`src/rtl/pipeline_ctrl.sv`:
```
// pipeline_ctrl: merges stage stall requests and sequences exception/bus-timeout flushes
// Optional PIPELINE_CTRL_PERF_EN adds stall-cycle and flush-count performance counters.
module pipeline_ctrl #(
  parameter int unsigned TIMEOUT_CYCLES = 64,
  parameter logic [31:0] EXC_VECTOR = 32'h0000_0100,
  parameter int unsigned CNT_W = 16
) (
  input  logic        clk_in,
  input  logic        reset_in,
  input  logic        stallreq_if_in,
  input  logic        stallreq_id_in,
  input  logic        stallreq_ex_in,
  input  logic        stallreq_mem_in,
  input  logic        flush_req_in,
  input  logic [31:0] flush_pc_in,
  output logic [5:0]  stall_out,
  output logic        flush_out,
  output logic [31:0] new_pc_out,
  output logic        timeout_out
`ifdef PIPELINE_CTRL_PERF_EN
  ,
  output logic [31:0] stall_cycles_out,
  output logic [15:0] flush_count_out
`endif
);
  typedef enum logic [1:0] {RUN, MEMWAIT, FLUSH} state_t;
  localparam logic [CNT_W-1:0] LAST = CNT_W'(TIMEOUT_CYCLES - 1);
  state_t r_state, w_next;
  logic [CNT_W-1:0] r_cnt, w_cnt;
  logic [31:0] r_pc, w_pc;
  logic r_flush, r_to, w_to;
  logic [5:0] w_stall;
  always_comb begin
    w_stall = (!reset_in || r_state == FLUSH) ? 6'b000000 :
              stallreq_mem_in ? 6'b011111 :
              stallreq_ex_in  ? 6'b001111 :
              stallreq_id_in  ? 6'b000111 :
              stallreq_if_in  ? 6'b000011 : 6'b000000;
    w_next = r_state;
    w_cnt = r_cnt;
    w_pc = flush_pc_in;
    w_to = 1'b0;
    case (r_state)
      RUN: begin
        if (flush_req_in) begin
          w_next = FLUSH;
        end else if (stallreq_mem_in) begin
          w_next = MEMWAIT;
          w_cnt = CNT_W'(1);
        end
      end
      MEMWAIT: begin
        if (flush_req_in) begin
          w_next = FLUSH;
          w_cnt = '0;
        end else if (!stallreq_mem_in) begin
          w_next = RUN;
          w_cnt = '0;
        end else if (r_cnt == LAST) begin
          w_next = FLUSH;
          w_cnt = '0;
          w_pc = EXC_VECTOR;
          w_to = 1'b1;
        end else begin
          w_cnt = (r_cnt == '1) ? r_cnt : r_cnt + CNT_W'(1);
        end
      end
      default: begin
        w_next = RUN;
        w_cnt = '0;
      end
    endcase
  end
  // FLUSH always returns to RUN, so entering FLUSH marks exactly one flush cycle
  always_ff @(posedge clk_in) begin
    if (!reset_in) begin
      r_state <= RUN;
      r_cnt <= '0;
      r_pc <= '0;
      r_flush <= 1'b0;
      r_to <= 1'b0;
    end else begin
      r_state <= w_next;
      r_cnt <= w_cnt;
      r_flush <= (w_next == FLUSH);
      r_to <= w_to;
      if (w_next == FLUSH) r_pc <= w_pc;
    end
  end
  assign stall_out = w_stall;
  assign flush_out = r_flush;
  assign new_pc_out = r_pc;
  assign timeout_out = r_to;
`ifdef PIPELINE_CTRL_PERF_EN
  logic [31:0] r_stall_cycles;
  logic [15:0] r_flush_count;
  always_ff @(posedge clk_in) begin
    if (!reset_in) begin
      r_stall_cycles <= '0;
      r_flush_count <= '0;
    end else begin
      if (|w_stall) r_stall_cycles <= r_stall_cycles + 32'd1;
      if (r_flush) r_flush_count <= r_flush_count + 16'd1;
    end
  end
  assign stall_cycles_out = r_stall_cycles;
  assign flush_count_out = r_flush_count;
`endif
endmodule
```
`config.mk`:
```
export PLATFORM = sky130hd
export DESIGN_NAME = pipeline_ctrl
export DESIGN_NICKNAME = d
export VERILOG_FILES = /design/src/rtl/pipeline_ctrl.sv
export SDC_FILE = /design/constraint.sdc
export NUM_CORES = 1
export LEC_CHECK = 0
export CAP_MARGIN = 10
export CORE_ASPECT_RATIO = 0.8
export CORE_MARGIN = 3
export CORE_UTILIZATION = 23
export CTS_CLUSTER_DIAMETER = 80
export DETAILED_ROUTE_END_ITERATION = 6
export PLACE_DENSITY_LB_ADDON = 0.1
export SLEW_MARGIN = 40
export SYNTH_ARGS = -nofsm -noshare
export SYNTH_HDL_FRONTEND = slang
export SYNTH_SLANG_ARGS = --single-unit
```
`constraint.sdc`:
```
create_clock -name clk_in -period 5.3 [get_ports clk_in]
set_input_delay 1.325 -clock clk_in [delete_from_list [all_inputs] [get_ports clk_in]]
set_output_delay 1.325 -clock clk_in [all_outputs]
set_load 0.02 [all_outputs]
```
==> impl_metrics.ini <==
[timing]
finalSetupViolCount = 0
setup_tns_ns = 0
finalMaxSlewViolations = 0
rsz0062_at_grt = no
finalClockSkew_ns = 0.00273
fin_crit_sh_pct = 86.5
final.setup.worst_slack_ns = 0.717
relSlewSlack_pct = 58.0
post-route-min-period_ns = 4.58
hold_viol = 0
max_clock_freq_mhz = 218
tightest_slew_ns = 0.629

[clocking]
cts_tree = yes
clk_pin_slew_worst_paths_ns = 0.07
cts_buffers = 5
post-cts-setup-buffers = 0
postCtsHoldBufs = 0
cts_resized = 0
clock_latency_ns = 0.29
clockRootBuffer = clkbuf_16
cts_max_path_buffers = 2
cts.sinks = 52
h-tree-depth = 2

[detailed_routing]
via_per_inst = 4.84
vias = 1931
route.detailed.drc = 0
drtAntennaViolNets = 0
finalWirelength_microns = 5960
drtIter0Drc = 121
drt-wirelength-per-cell_microns = 14.9
dr.pass1.iters = 4

[power_and_ir_drop]
ir_worst_vdd_mv = 0.131
p_switching_mw = 0.222
leakage_nw = 1.10
combPwrFrac_pct = 16.0
p_seq_share_pct = 47.4
cellPowerDensity_nw_per_um2 = 282
intPower_mw = 0.660
swShare_pct = 25.1
pwr-share-clk_pct = 36.5

[global_routing]
grt_use_met3_pct = 3.07
grt_pass1_wl_microns = 9590
grt.busiest_layer = met2
antenna_found_initial = 0
grt_max_degree = 32
grt-ovfl-total = 0
grt_use_total_pct = 11.1
grtUsageMet1_pct = 15.8
met2_usage_pct = 16.0
grt_pass1_vias = 1868

[die]
core-area_sq_um = 8780
die_h_microns = 92.6
dieWidth_microns = 114
ioPinCount = 79
start_util_pct = 24.5
rows = 30
die-area_sq_um = 10600

[placement]
place_congestion = 0.780
dp_cells = 391
port_buffers = 77
hpwl_microns = 4170
dpl_cell_area_sq_um = 2990
dp_slack_ns = 0.690

[final_layout]
mostFrequentLayoutCells = 77 x clkdlybuf4s50_1, 52 x dfxtp_1, 31 x a22o_1, 16 x nand2_1, 11 x a31oi_1
nets = 326
num_antenna_cells = 0
layout_commonest_cell = clkdlybuf4s50_1
drive_gt1_share_pct = 7.67
stdcell_count = 399
syn_to_final_growth_pct = 45.2
final_cell_area_sq_um = 3130

[setup_path]
r2r_slack_ns = 2.86
required_ns = 3.97
ff2ff_path_depth = 6
r2r-start = r_cnt[0]
cp_max_fo = 9
r2r-end = new_pc_out[7]
worstPathCellList = clkdlybuf4s50_1, buf_4, inv_1, a21oi_1, o21a_1, a21o_1, a21o_1, clkdlybuf4s50_1
end_kind = output port
slowest_stage = clkdlybuf4s50_1
cpPeakStageDelay_ns = 0.60
worstSetupPathType = in2out
cp.arrival_ns = 3.26
cp-start-kind = primary input

[yosys]
synth_ff_type = dfxtp_1
synth_cell_types = 50
synth_area_sq_um = 2160
async_flop_share_pct = 0
synth.top_cell.area_share_pct = 48.3
yosys_warnings = 0
syn_nets = 256
synth.ff_latch_count = 52
synthTopCellsByArea = dfxtp_1 48%, a22o_1 13%, a31oi_1 3.2%
syn-instance-count = 216
synth_seq_area_share_pct = 48.3
synth_edf_count = 0
yosysTopAreaCell = dfxtp_1
postSynthAreaPerCell_sq_um = 9.98

[status]
outcome = completed

[worst_hold_path]
holdCritStartpoint = new_pc_out[9]
hp-class = reg2reg
holdPathStages = 1
hold_end = new_pc_out[9]

[run]
maxCapViolCount = 0
==> power groups by stage <==
stage	clock [mW]	combinational (mW)	sequential, mW
2_1_floorplan	0	0.0503	0.445
3_3_place_gp	0	0.143	0.427
3_5_place_dp	0	0.143	0.427
4_1_cts	0.335	0.144	0.418
5_1_grt	0.346	0.151	0.421
6_report	0.322	0.141	0.418
==> kinds of logic after synthesis <==
kind of cell | after synthesis | share of synthesized area (%)
compound gates | 77 | 27.7
fa+ha+maj | 1 | 0.580
flops | 52 | 48.3
mux | 1 | 0.464
other cells | 1 | 0.174
simple gates | 63 | 17.1
buf+inv | 21 | 5.74
==> per-stage QoR <==
| step | power (mW) | hold slack [ns] | utilization, % |
|---|---|---|---|
| 2_1_floorplan | 0.495 | 0.458 | - |
| 3_3_place_gp | 0.570 | 0.455 | 34.0 |
| 3_5_place_dp | 0.570 | 0.454 | 34.0 |
| 4_1_cts | 0.897 | 0.478 | 35.6 |
| 5_1_grt | 0.918 | 0.492 | 35.6 |
| 6_report | 0.882 | 0.473 | 35.6 |
==> area by class of cell <==
type / instances / area, sq um
clock inverters: 2 / 16.3
flip-flops and latches: 52 / 1040
fillers: 888 / 5650
repair buffers: 80 / 793
clock buffers: 6 / 129
multi-input cells: 143 / 996
well taps: 112 / 140
inverters: 4 / 15.0
==> state kept, by name, indices dropped and copies added, names as in the netlist <==
signal       flops
r_cnt           16
r_state          2
new_pc_out      32
flush_out        1
timeout_out      1
==> worst max-delay path: cells and delay by family <==
family	cells	cell delay (ns)
AOI/OAI and AO/OA	4	0.64
buffers and inverters	4	1.29
==> worst max-delay path by stage <==
stage	startpoint	to	slack [ns]	cells past startpoint
floorplan	reset_in	stall_out[1]	1.30	7
global placement	reset_in	stall_out[1]	0.75	8
detailed placement	reset_in	stall_out[1]	0.69	8
CTS	reset_in	stall_out[1]	0.68	8
global route	reset_in	stall_out[1]	0.54	8
finish	reset_in	stall_out[1]	0.72	8
==> layer usage <==
layer | share of wire (%) | up-vias | routed length, microns
met4 | 1.2 | 0 | 74
li1 | - | 962 | -
met5 | 0 | - | 0
met2 | 43 | 66 | 2550
met1 | 49 | 898 | 2940
met3 | 6.8 | 5 | 403
==> synth_stat cells (2+ instances only) <==
| master | n |
|---|---|
| dfxtp_1 | 52 |
| a22o_1 | 31 |
| nand2_1 | 16 |
| a31oi_1 | 11 |
| a21oi_1 | 10 |
| nor2_1 | 7 |
| clkbuf_1 | 6 |
| nand3_1 | 6 |
| o21ai_0 | 6 |
| nor3_1 | 5 |
| a41oi_1 | 4 |
| buf_6 | 4 |
| inv_1 | 4 |
| a311oi_1 | 3 |
| and2_1 | 3 |
| and4_1 | 3 |
| buf_4 | 3 |
| nand4_1 | 3 |
| nor4_1 | 3 |
| a21o_1 | 2 |
| and3_1 | 2 |
| buf_2 | 2 |
| nor3b_1 | 2 |
| or3_1 | 2 |
Power figures use the tool's default switching activity.
